--- config.mk ---
export PLATFORM = sky130hd
export DESIGN_NAME = gt_reset_sequencer
export DESIGN_NICKNAME = d
export VERILOG_FILES = /design/src/rtl/gt_rst_pkg.sv /design/src/rtl/gt_rst_sync.sv /design/src/rtl/gt_reset_sequencer.sv
export SDC_FILE = /design/constraint.sdc
export NUM_CORES = 1
export LEC_CHECK = 0
export CAP_MARGIN = 30
export CORE_ASPECT_RATIO = 0.8
export CORE_UTILIZATION = 30
export CTS_CLUSTER_DIAMETER = 30
export CTS_CLUSTER_SIZE = 12
export DETAILED_ROUTE_END_ITERATION = 8
export GPL_TIMING_DRIVEN = 0
export PLACE_DENSITY = 0.59
export SYNTH_ARGS = -nofsm -noshare
export SYNTH_HDL_FRONTEND = slang
export SYNTH_SLANG_ARGS = --single-unit
--- constraint.sdc ---
create_clock -name clk -period 2.4 [get_ports clk]
set_input_delay 0.36 -clock clk [delete_from_list [all_inputs] [get_ports clk]]
set_output_delay 0.36 -clock clk [all_outputs]
set_load 0.1 [all_outputs]
--- src/rtl/gt_rst_pkg.sv ---
// Shared types and helpers for the GT reset sequencer: state encoding,
// retry counter width and the shared down-counter width function.
package gt_rst_pkg;

    typedef enum logic [2:0] {
        PLL_RST     = 3'd0,
        WAIT_LOCK   = 3'd1,
        WAIT_USRCLK = 3'd2,
        DP_RST      = 3'd3,
        WAIT_DONE   = 3'd4,
        READY       = 3'd5,
        FAIL        = 3'd6
    } gt_rst_state_e;

    localparam int unsigned RETRY_CNT_W = 8;

    // Width needed to hold the largest of the three cycle counts.
    function automatic int unsigned cnt_width(input int unsigned a,
                                              input int unsigned b,
                                              input int unsigned c);
        int unsigned m;
        m = (a > b) ? a : b;
        m = (m > c) ? m : c;
        return $clog2(m + 1);
    endfunction

endpackage

--- src/rtl/gt_rst_sync.sv ---
// SYNC_STAGES-deep synchronizer for a single asynchronous level input,
// cleared asynchronously by rst.
module gt_rst_sync #(
    parameter int unsigned SYNC_STAGES = 2
) (
    input  logic clk,
    input  logic rst,
    input  logic d,
    output logic q
);

    (* ASYNC_REG = "TRUE" *) logic [SYNC_STAGES-1:0] sync_q;
    logic [SYNC_STAGES-1:0] sync_d;

    always_comb begin
        sync_d = {sync_q[SYNC_STAGES-2:0], d};
    end

    always_ff @(posedge clk or posedge rst) begin
        if (rst) begin
            sync_q <= '0;
        end else begin
            sync_q <= sync_d;
        end
    end

    assign q = sync_q[SYNC_STAGES-1];

endmodule

--- src/rtl/gt_reset_sequencer.sv ---
// GT channel bring-up sequencer: PLL reset, lock, clock buffer release,
// datapath reset, reset-done, link_ready; retries on any timeout.
// Define GT_RST_SEQ_WATCHDOG_EN to leave READY on loss of lock or usrclk.
module gt_reset_sequencer
    import gt_rst_pkg::*;
#(
    parameter int unsigned PLL_RST_CYCLES = 64,
    parameter int unsigned DP_RST_CYCLES  = 16,
    parameter int unsigned TIMEOUT_CYCLES = 1000000,
    parameter int unsigned SYNC_STAGES    = 2
) (
    input  logic                   clk,
    input  logic                   rst,
    input  logic                   pll_lock,
    input  logic                   usrclk_active,
    input  logic                   gt_reset_done,
    output logic                   pll_reset,
    output logic                   buf_rst,
    output logic                   gt_dp_reset,
    output logic                   link_ready,
    output logic [RETRY_CNT_W-1:0] retry_count
);

    localparam int unsigned CNT_W = cnt_width(PLL_RST_CYCLES, DP_RST_CYCLES, TIMEOUT_CYCLES);
    localparam logic [CNT_W-1:0] PLL_LOAD = CNT_W'(PLL_RST_CYCLES - 1);
    localparam logic [CNT_W-1:0] DP_LOAD  = CNT_W'(DP_RST_CYCLES - 1);
    localparam logic [CNT_W-1:0] TO_LOAD  = CNT_W'(TIMEOUT_CYCLES - 1);

    logic pll_lock_s;
    logic usrclk_active_s;
    logic gt_reset_done_s;

    gt_rst_sync #(.SYNC_STAGES(SYNC_STAGES)) u_sync_lock (
        .clk (clk),
        .rst (rst),
        .d   (pll_lock),
        .q   (pll_lock_s)
    );

    gt_rst_sync #(.SYNC_STAGES(SYNC_STAGES)) u_sync_usrclk (
        .clk (clk),
        .rst (rst),
        .d   (usrclk_active),
        .q   (usrclk_active_s)
    );

    gt_rst_sync #(.SYNC_STAGES(SYNC_STAGES)) u_sync_done (
        .clk (clk),
        .rst (rst),
        .d   (gt_reset_done),
        .q   (gt_reset_done_s)
    );

    gt_rst_state_e          state_q, state_d;
    logic [CNT_W-1:0]       cnt_q, cnt_d;
    logic [RETRY_CNT_W-1:0] retry_q, retry_d;
    logic                   boot_q, boot_d;
    logic                   pll_reset_q, pll_reset_d;
    logic                   buf_rst_q, buf_rst_d;
    logic                   gt_dp_reset_q, gt_dp_reset_d;
    logic                   link_ready_q, link_ready_d;

    logic [CNT_W-1:0]       cnt_eff;
    logic [CNT_W-1:0]       cnt_dec;
    logic                   cnt_done;

    // The counter resets to 0; boot_q stands in for the PLL_RST load on the
    // first cycle out of reset so the first attempt is as long as the retries.
    always_comb begin
        state_d       = state_q;
        cnt_d         = cnt_q;
        retry_d       = retry_q;
        boot_d        = 1'b0;
        pll_reset_d   = 1'b1;
        buf_rst_d     = 1'b1;
        gt_dp_reset_d = 1'b1;
        link_ready_d  = 1'b0;
        cnt_eff       = boot_q ? PLL_LOAD : cnt_q;
        cnt_done      = (cnt_eff == '0);
        cnt_dec       = cnt_eff - CNT_W'(1);

        case (state_q)
            PLL_RST: begin
                if (cnt_done) begin
                    state_d = WAIT_LOCK;
                    cnt_d   = TO_LOAD;
                end else begin
                    cnt_d = cnt_dec;
                end
            end
            WAIT_LOCK: begin
                if (pll_lock_s) begin
                    state_d = WAIT_USRCLK;
                    cnt_d   = TO_LOAD;
                end else if (cnt_done) begin
                    state_d = FAIL;
                    cnt_d   = '0;
                end else begin
                    cnt_d = cnt_dec;
                end
            end
            WAIT_USRCLK: begin
                if (usrclk_active_s) begin
                    state_d = DP_RST;
                    cnt_d   = DP_LOAD;
                end else if (!pll_lock_s || cnt_done) begin
                    state_d = FAIL;
                    cnt_d   = '0;
                end else begin
                    cnt_d = cnt_dec;
                end
            end
            DP_RST: begin
                if (cnt_done) begin
                    state_d = WAIT_DONE;
                    cnt_d   = TO_LOAD;
                end else begin
                    cnt_d = cnt_dec;
                end
            end
            WAIT_DONE: begin
                if (gt_reset_done_s) begin
                    state_d = READY;
                    cnt_d   = '0;
                end else if (cnt_done) begin
                    state_d = FAIL;
                    cnt_d   = '0;
                end else begin
                    cnt_d = cnt_dec;
                end
            end
            READY: begin
`ifdef GT_RST_SEQ_WATCHDOG_EN
                if (!pll_lock_s || !usrclk_active_s) begin
                    state_d = FAIL;
                    cnt_d   = '0;
                end
`endif
            end
            FAIL: begin
                state_d = PLL_RST;
                cnt_d   = PLL_LOAD;
                if (retry_q != '1) begin
                    retry_d = retry_q + RETRY_CNT_W'(1);
                end
            end
            default: begin
                state_d = PLL_RST;
                cnt_d   = PLL_LOAD;
            end
        endcase

        // Outputs follow the next state so they change with the state register.
        case (state_d)
            WAIT_LOCK: begin
                pll_reset_d = 1'b0;
            end
            WAIT_USRCLK, DP_RST: begin
                pll_reset_d = 1'b0;
                buf_rst_d   = 1'b0;
            end
            WAIT_DONE: begin
                pll_reset_d   = 1'b0;
                buf_rst_d     = 1'b0;
                gt_dp_reset_d = 1'b0;
            end
            READY: begin
                pll_reset_d   = 1'b0;
                buf_rst_d     = 1'b0;
                gt_dp_reset_d = 1'b0;
                link_ready_d  = 1'b1;
            end
            default: begin
                pll_reset_d = 1'b1;
            end
        endcase
    end

    always_ff @(posedge clk or posedge rst) begin
        if (rst) begin
            state_q       <= PLL_RST;
            cnt_q         <= '0;
            retry_q       <= '0;
            boot_q        <= 1'b1;
            pll_reset_q   <= 1'b1;
            buf_rst_q     <= 1'b1;
            gt_dp_reset_q <= 1'b1;
            link_ready_q  <= 1'b0;
        end else begin
            state_q       <= state_d;
            cnt_q         <= cnt_d;
            retry_q       <= retry_d;
            boot_q        <= boot_d;
            pll_reset_q   <= pll_reset_d;
            buf_rst_q     <= buf_rst_d;
            gt_dp_reset_q <= gt_dp_reset_d;
            link_ready_q  <= link_ready_d;
        end
    end

    assign pll_reset   = pll_reset_q;
    assign buf_rst     = buf_rst_q;
    assign gt_dp_reset = gt_dp_reset_q;
    assign link_ready  = link_ready_q;
    assign retry_count = retry_q;

endmodule

# After elaboration in Yosys (flattened, before gate mapping)
# Index checks and enable logic that the tools add are counted.
# totals
register_bits,42
output_inout_bits,12
wordCells,54
# classes
addsub,2
n_eq_ne,12
n_mux,20
reduce_logical,9
# ops
operator,count
two-way mux 20 bit,7
case mux 20 bit (5 select lines),1
two-way mux 3 bit,7
logical NOT 20 bit,1
"subtractor 20 x 1 -> 20 bit, second input constant",1
case mux 3 bit (6 select lines),1
"equality test 3 bit, second input constant",5
"equality test 3 x 2 -> 1 bit, second input constant",4
"adder 8 x 1 -> 8 bit, second input constant",1
"!= test 8 bit, second input constant",1
"equality test 3 x 1 -> 1 bit, second input constant",2
OR reduction 5 bit,1
two-way mux 1 bit,4
OR reduction 2 bit,2
OR reduction 4 bit,1
logical NOT 3 bit,1
AND reduction 2 bit,1
logical NOT 1 bit,1
logical OR 1 bit,1

# Depth between registers and ports, before layout
# Gate-level depths: netlist of run 1.
# depth
depth_word,9
ltp_mapped,12
ltp_nobuf,8

# Hierarchy
# A second synthesis of run 1 with hierarchy kept.
# unflattened
hier_cells,273
hier_area_um2,2481.1
# modules_own_cells
module,n_inst,cells_each,area_each_um2,seq_area_each_um2
gt_reset_sequencer,1,264,2319.7,905.9
gt_rst_sync,3,3,53.8,50.0

# Worst setup path after synthesis of run 1
# OpenSTA, ideal clock, no wires.
# synth_path
path_kind,register -> register
from,register boot_q
to,"register pll_reset_q, in the netlist pll_reset"
setup_time_ps,73
arrival_ps,2399
required_ps,2327
path_slack_ps,-72
stages_incl_launch_ff,13
cell_sequence,dfstp_2 > buf_2 > clkbuf_1 > nor2_1 > ha_1 > nor2b_1 > nand3_2 > buf_2 > clkbuf_1 > o211ai_1 > o211ai_1 > mux2i_1 > a21oi_1
# synth_between
elab_chain_cells,9
word_cells_on_any_way,18
cone_classes,5 x eq/ne; 10 x mux; 3 x reduce/logical
# synth_lines
item,line,rtl
start: declaration,gt_reset_sequencer.sv:57,"logic boot_q, boot_d;"
start signal: assignment,gt_reset_sequencer.sv:193,boot_q <= boot_d;
two-way mux 20 bit (*),gt_reset_sequencer.sv:78,cnt_eff = boot_q ? PLL_LOAD : cnt_q;
logical NOT 20 bit (*),gt_reset_sequencer.sv:79,cnt_done = (cnt_eff == '0);
logical OR 1 bit,gt_reset_sequencer.sv:106,end else if (!pll_lock_s || cnt_done) begin
two-way mux 3 bit,gt_reset_sequencer.sv:106,
two-way mux 3 bit,gt_reset_sequencer.sv:103,if (usrclk_active_s) begin
case mux 3 bit (6 select lines) (*),gt_reset_sequencer.sv:82,case (state_q)
equality test 3 bit (tied with other cells),gt_reset_sequencer.sv:154,case (state_d)
OR reduction 5 bit (no line) (*),-,
two-way mux 1 bit (*),gt_reset_sequencer.sv:154,
via pll_reset_d,gt_reset_sequencer.sv:58,"logic pll_reset_q, pll_reset_d;"
end signal: assignment,gt_reset_sequencer.sv:194,pll_reset_q <= pll_reset_d;
end: declaration,gt_reset_sequencer.sv:58,
# Mark *: on every way through the listed nets, which the timed path passes. The rest lies on a longest branch.
# A chain may end at the register's enable or synchronous reset.

# Worst setup path in the final report of run 1
# layout_path
from,register boot_q
to,register cnt_q[7]
# layout_between
elab_chain_cells,6
word_cells_on_any_way,11
cone_classes,1 x add/sub; 8 x mux; 2 x reduce/logical
# layout_lines
item,line,rtl
two-way mux 20 bit (*),gt_reset_sequencer.sv:78,
branches (longest 4 deep; another with subtractor 20 x 1 -> 20 bit),-,
case mux 20 bit (5 select lines) (*),gt_reset_sequencer.sv:82,
end signal: assignment,gt_reset_sequencer.sv:191,cnt_q <= cnt_d;
end: declaration,gt_reset_sequencer.sv:55,"logic [CNT_W-1:0] cnt_q, cnt_d;"
# Every way passes the cells marked *.

==> flow_summary_export.csv, run 1 <==
group,metric,value,unit
status,status,"finished clean",
critical_path,r2r_end,"cnt_q[7]",
sta,fmax,436,MHz
synth,yosys-top-cells-area,"dfrtp_1 38%, nand2_1 4.4%, dfstp_2 4.2%",
global_routing,grt_pass1_vias,2096,
clocking,cts.sink_count,42,
critical_path,crit_family,"buffers and inverters",
pwr,vdd_drop_max,0.942,mV
placement,io_buffers,16,
finish,num_antenna_cells,0,
pwr,powerDensity,1220,nW/um^2
synth,yosysTopAreaCell,"dfrtp_1",
pwr,p_leak,1.13,nW
floorplan,num_io_pins,17,
critical_path,critPathBufInv,3,
clocking,clk_latency,0.30,ns
floorplan,start_util,31.2,%
placement,dpl.hpwl,4.36,mm
synth,syn_nets,291,
synth,synth-edff-count,0,
placement,gp_congestion,0.881,
sta,worst_hold_slack,0.352,ns
critical_path,crit_path_start_kind,"register",
clocking,cts_hold_buf,0,
finish,final_util,37.4,%
drt,vias_per_cell,5.56,
critical_path,r2r-start,"boot_q",
sta,tightest_slew,0.968,ns
clocking,cts_tree,"built",
synth,synth_top_flop_cell,"dfrtp_1",
critical_path,path_class,"reg2reg",
placement,pre_cts_ws,-0.562,ns
critical_path,reg2reg_slack,0.10,ns
global_routing,antenna_found_initial,0,
clocking,cts.htree.levels,2,
clocking,cts_buffer_depth,2,
sta,hold_violations,0,
critical_path,slowest_stage,"dfstp_2",
clocking,root_buffer,"clkbuf_8",
floorplan,die_x,104,um
global_routing,gr-total-overflow,0,
global_routing,grt_pass1_wl,10.6,mm
sta,period_share,95.6,%
floorplan,core_area,7980,um^2
sta,maxSlewViolCount,0,
sta,slew_headroom,35.3,%
drt,drtAntennaViolNets,0,
finish,area_delta_synth_final,19.8,%
global_routing,grt_max_degree,23,
synth,synth-seq-cells,42,
critical_path,arrival,2.48,ns
floorplan,die_area,8670,um^2
synth,async_flop_share,100,%
critical_path,cp.required,2.58,ns
sta,skew,0.0150,ns
drt,drt_iter0_drc,253,
floorplan,core.rowCount,29,
drt,route.detailed.drc,0,
sta,period_needed,2.30,ns
synth,synth_cell_types,60,
synth,seq_area_frac_synth,42.4,%
finish,fin_nets,316,
critical_path,critPathMaxStageDelay,0.39,ns
synth,syn_area,2490,um^2
finish,final_cell_mix,"38 x dfrtp_1, 29 x nand2_1, 25 x nor2_1, 18 x o21ai_0, 16 x clkdlybuf4s50_1",
worst_hold_path,holdPathEnd,"u_sync_done.sync_q[1]",
critical_path,rr_worst_depth,11,
critical_path,crit_fanout,10,
drt,wl_per_cell,14.8,um
global_routing,track_usage,15.1,%
floorplan,die_y,83.5,um
job,drv_cap,0,
synth,synth_top_area_share,38.2,%
worst_hold_path,min_path_cells,0,
finish,nFillCells,810,
finish,drive_gt1_share,11.0,%
clocking,clkTransAtPathRegs,0.08,ns
critical_path,cp_cell_sequence,"clkbuf_8 > nor2_1 > ha_2 > nor2b_4 > nand3_4 > buf_6 > o22ai_1 > buf_4 > nor3b_1 > o21ai_0 > nand2_1",
drt,dr.pass1.iters,5,
finish,final_common_cell,"dfrtp_1",
drt,wl,6.19,mm
synth,ys_warn_count,0,
worst_hold_path,holdCritStartpoint,"u_sync_done.sync_q[0]",
synth,synth_cells,284,
sta,post-route-worst-setup-slack,0.105,ns
worst_hold_path,min_path_type,"reg2reg",
synth,syn_avg_cell_area,8.77,um^2
clocking,cts_buffers,5,
sta,finalSetupViolCount,0,
sta,rsz0062_at_grt,"true",
drt,vias,2324,
critical_path,endpoint_kind,"register",
[cells by family after synthesis]
family                   count (synthesis)  synth area share [%]
buffers and inverters                   25                  4.02
other                                    1                 0.151
adder cells (fa/ha/maj)                  2                  1.00
flip-flops                              42                  42.4
multiplexers                             3                  1.26
XOR/XNOR                                12                  4.22
AND/OR/NAND/NOR                        114                  23.9
AO/OA/AOI/OAI                           85                  23.1
[final cells by class]
class,count,area (um^2),share of cell area [%]
inverter,11,41.3,1.38
tap,108,135,4.53
multi-input combinational,217,1380,46.2
clock buffer,6,82.6,2.77
clock inverter,2,12.5,0.419
buffer,13,76.3,2.56
timing repair buffer,19,203,6.79
sequential,42,1060,35.4
[cell usage after synthesis (6+ instances only)]
library cell and number:
a21oi_1 13, o211ai_1 7, nand3_1 8, clkbuf_1 9
inv_1 10, o21ai_0 18, nand2_1 29, xnor2_1 11
o21ai_1 6, nor3_1 15, dfrtp_1 38, nor2_1 25
a31oi_1 6
[layer usage]
metal  global-route usage [%]  vias to the layer above  share of wire, %
li1                         -                     1098                 -
met1                     22.6                     1106                49
met2                     21.8                      111                43
met3                     2.81                        9               6.4
met4                     4.42                        0              0.89
met5                        0                        -                 0
[report_power, final]
| part | switching, mW | internal [mW] |
|---|---|---|
| registers | 0.219 | 0.919 |
| clock network | 0.258 | 0.232 |
| logic | 1.35 | 0.660 |
| total | 1.83 | 1.81 |
[flip-flops by register name (all words and copies together), names as in the netlist, 2 cells and up]
register and flops:
cnt_q 20, retry_count 8, state_q 3, u_sync_done.sync_q 2, u_sync_lock.sync_q 2, u_sync_usrclk.sync_q 2
[repair_timing]
action / CTS / global route
setup endpoints to repair: 26 / 20
setup buffers: 1 / 1
gates resized for setup: 8 / 7
pin swaps: 0 / 1
gates cloned: 0 / 0
[worst reg2reg max path, cell delays in order, from the launching register on]
cell and delay (ns):
dfstp_2 0.39, clkbuf_8 0.16, nor2_1 0.10, ha_2 0.21
nor2b_4 0.21, nand3_4 0.12, buf_6 0.17, o22ai_1 0.31
buf_4 0.24, nor3b_1 0.06, o21ai_0 0.14, nand2_1 0.08
[through the flow]
stage / cell area (um^2) / TNS (ns) / instances / power [mW]
CTS: 2940 / 0 / 417 / 3.60
global placement: 2790 / -8.70 / 408 / 3.05
finish: 2980 / 0 / 418 / 3.64
floorplan: 2490 / 0 / 284 / 2.62
global route: 2980 / -0.0199 / 418 / 3.89
detailed placement: 2810 / -8.57 / 409 / 3.07
[how the worst max path moves through the flow]
stage / from / to / cells past startpoint / slack, ns
2_1_floorplan: boot_q / pll_reset / 12 / 0.02
3_3_place_gp: boot_q / pll_reset / 12 / -0.56
3_5_place_dp: boot_q / pll_reset / 12 / -0.56
4_1_cts: boot_q / cnt_q[11] / 11 / 0.03
5_1_grt: cnt_q[17] / cnt_q[18] / 7 / -0.01
6_report: boot_q / cnt_q[7] / 11 / 0.10
(Power assumes the default switching activity.)
==> run 2: changes to the inputs <==
--- a/config.mk
+++ b/config.mk
@@ -7,12 +7,12 @@
 export LEC_CHECK = 0
 export CAP_MARGIN = 30
 export CORE_ASPECT_RATIO = 0.8
-export CORE_UTILIZATION = 30
+export CORE_UTILIZATION = 28
 export CTS_CLUSTER_DIAMETER = 30
 export CTS_CLUSTER_SIZE = 12
 export DETAILED_ROUTE_END_ITERATION = 8
 export GPL_TIMING_DRIVEN = 0
-export PLACE_DENSITY = 0.59
+export PLACE_DENSITY = 0.55
 export SYNTH_ARGS = -nofsm -noshare
 export SYNTH_HDL_FRONTEND = slang
 export SYNTH_SLANG_ARGS = --single-unit
==> constraint.sdc (replaced) <==
create_clock -name clk -period 2.5 [get_ports clk]
set_input_delay 0.375 -clock clk [delete_from_list [all_inputs] [get_ports clk]]
set_output_delay 0.375 -clock clk [all_outputs]
set_load 0.1 [all_outputs]
==> run 2 against run 1 <==
  * Clock power shrank 4.3%
  * Wire length rose by 2.8%
  * Cell count increased by 0.96%
  * Cell area fell by 0.59%
  * Via count shrank 0.43%
  * Critical path type is now reg2out
  * Largest cell class unchanged
  * Largest power group unchanged
==> flow_summary_export.csv, run 2 (synthesis gave the netlist of run 1 again) <==
group,metric,value,unit
status,status,"finished clean",
finish,fin_nets,316,
critical_path,critPathCapture,"gt_dp_reset",
sta,rsz0062_at_grt,"false",
global_routing,gr-total-overflow,0,
finish,final_util,34.7,%
finish,num_antenna_cells,0,
critical_path,critPathMaxStageDelay,1.13,ns
sta,slew_headroom,34.1,%
drt,wl,6.36,mm
sta,period_needed,2.34,ns
floorplan,die_area,9280,um^2
pwr,finalPower,3.51,mW
floorplan,core_area,8560,um^2
pwr,vdd_drop_max,0.648,mV
finish,drive_gt1_share,11.0,%
clocking,cts_buffers,5,
finish,top_register,"cnt_q",
finish,largest_reg_flops,20,
finish,nFillCells,893,
drt,vias,2314,
finish,design_area,2970,um^2
critical_path,worst-path-stages,1,
drt,wl_per_cell,15.1,um
job,drv_cap,0,
sta,skew,0.00907,ns
critical_path,crit_path_start_kind,"register",
pwr,p_leak,1.13,nW
finish,final_cell_mix,"38 x dfrtp_1, 29 x nand2_1, 25 x nor2_1, 18 x o21ai_0, 16 x clkdlybuf4s50_1",
critical_path,crit_fanout,1,
drt,route.detailed.drc,0,
global_routing,grt_max_degree,39,
floorplan,die_x,107,um
placement,dpl.hpwl,4.45,mm
floorplan,core.rowCount,30,
pwr,powerDensity,1180,nW/um^2
critical_path,critPathBufInv,1,
clocking,clk_latency,0.30,ns
critical_path,cp.required,2.12,ns
finish,area_delta_synth_final,19.1,%
critical_path,slowest_stage,"clkdlybuf4s50_1",
critical_path,reg2reg_slack,0.19,ns
sta,maxSlewViolCount,0,
critical_path,critPathLaunch,"gt_dp_reset",
critical_path,endpoint_kind,"primary output",
critical_path,crit_family,"buffers and inverters",
critical_path,arrival,1.96,ns
placement,io_buffers,16,
clocking,clkTransAtPathRegs,0.09,ns
clocking,cts.htree.levels,2,
clocking,root_buffer,"clkbuf_8",
worst_hold_path,min_path_type,"in2async",
global_routing,grt_pass1_wl,11.0,mm
floorplan,die_y,86.3,um
critical_path,r2r-start,"cnt_q[17]",
sta,period_share,93.5,%
drt,drtAntennaViolNets,0,
floorplan,num_io_pins,17,
drt,vias_per_cell,5.48,
critical_path,rr_worst_depth,7,
clocking,cts_tree,"built",
sta,fmax,428,MHz
finish,final_common_cell,"dfrtp_1",
global_routing,antenna_found_initial,0,
drt,drt_iter0_drc,114,
global_routing,track_usage,14.9,%
sta,finalSetupViolCount,0,
critical_path,path_class,"reg2out",
clocking,cts_buffer_depth,2,
global_routing,grt_pass1_vias,2164,
critical_path,r2r_end,"cnt_q[16]",
placement,gp_congestion,0.885,
sta,tightest_slew,0.985,ns
drt,dr.pass1.iters,5,
critical_path,cp_cell_sequence,"clkdlybuf4s50_1",
sta,hold_violations,0,
clocking,cts.sink_count,42,
floorplan,start_util,29.1,%
placement,placed_area,2810,um^2
[run 2: area by class of cell]
class,instances,area (um^2),area share [%]
multi-input cells,217,1380,46.4
flip-flops and latches,42,1060,35.6
repair buffers,19,195,6.58
well taps,112,140,4.72
clock buffers,7,86.3,2.91
plain buffers,13,66.3,2.24
inverters,11,41.3,1.39
clock inverters,1,5.00,0.169
[run 2: how the worst min path moves through the flow]
stage	start	to	slack, ns	cells past startpoint
global route	rst	u_sync_usrclk.sync_q[0]	0.26	2
CTS	rst	u_sync_usrclk.sync_q[0]	0.27	2
detailed placement	u_sync_lock.sync_q[0]	u_sync_lock.sync_q[1]	0.34	0
floorplan	u_sync_done.sync_q[0]	u_sync_done.sync_q[1]	0.33	0
finish	rst	u_sync_usrclk.sync_q[0]	0.26	2
global placement	u_sync_done.sync_q[0]	u_sync_done.sync_q[1]	0.33	0
[run 2: metrics by stage]
| stage | instances | hold slack (ns) | setup WS (ns) | TNS, ns |
|---|---|---|---|---|
| floorplan | 284 | 0.331 | 0.0276 | 0 |
| detailed placement | 413 | 0.337 | -0.596 | -9.55 |
| finish | 422 | 0.264 | 0.164 | 0 |
| global placement | 412 | 0.333 | -0.620 | -9.81 |
| CTS | 421 | 0.267 | 0.0686 | 0 |
| global route | 422 | 0.257 | 0.0311 | 0 |
[run 2: routing by layer]
layer	vias to the layer above	wire, um	track usage, %
li1	1098	-	-
met1	1128	3190	22.3
met2	79	2640	22.3
met3	9	460	3.16
met4	0	70	2.74
met5	-	0	0
[run 2: what timing repair did]
item / in CTS / in global routing
pin swaps: 0 / 1
buffers inserted: 1 / 1
hold buffers: 0 / 0
setup endpoints to repair: 26 / 15
resized for setup: 9 / 5
[run 2: where the power goes]
group	internal [mW]	total (mW)	switching (mW)
logic	0.634	1.95	1.32
registers	0.882	1.09	0.205
clock network	0.223	0.468	0.244
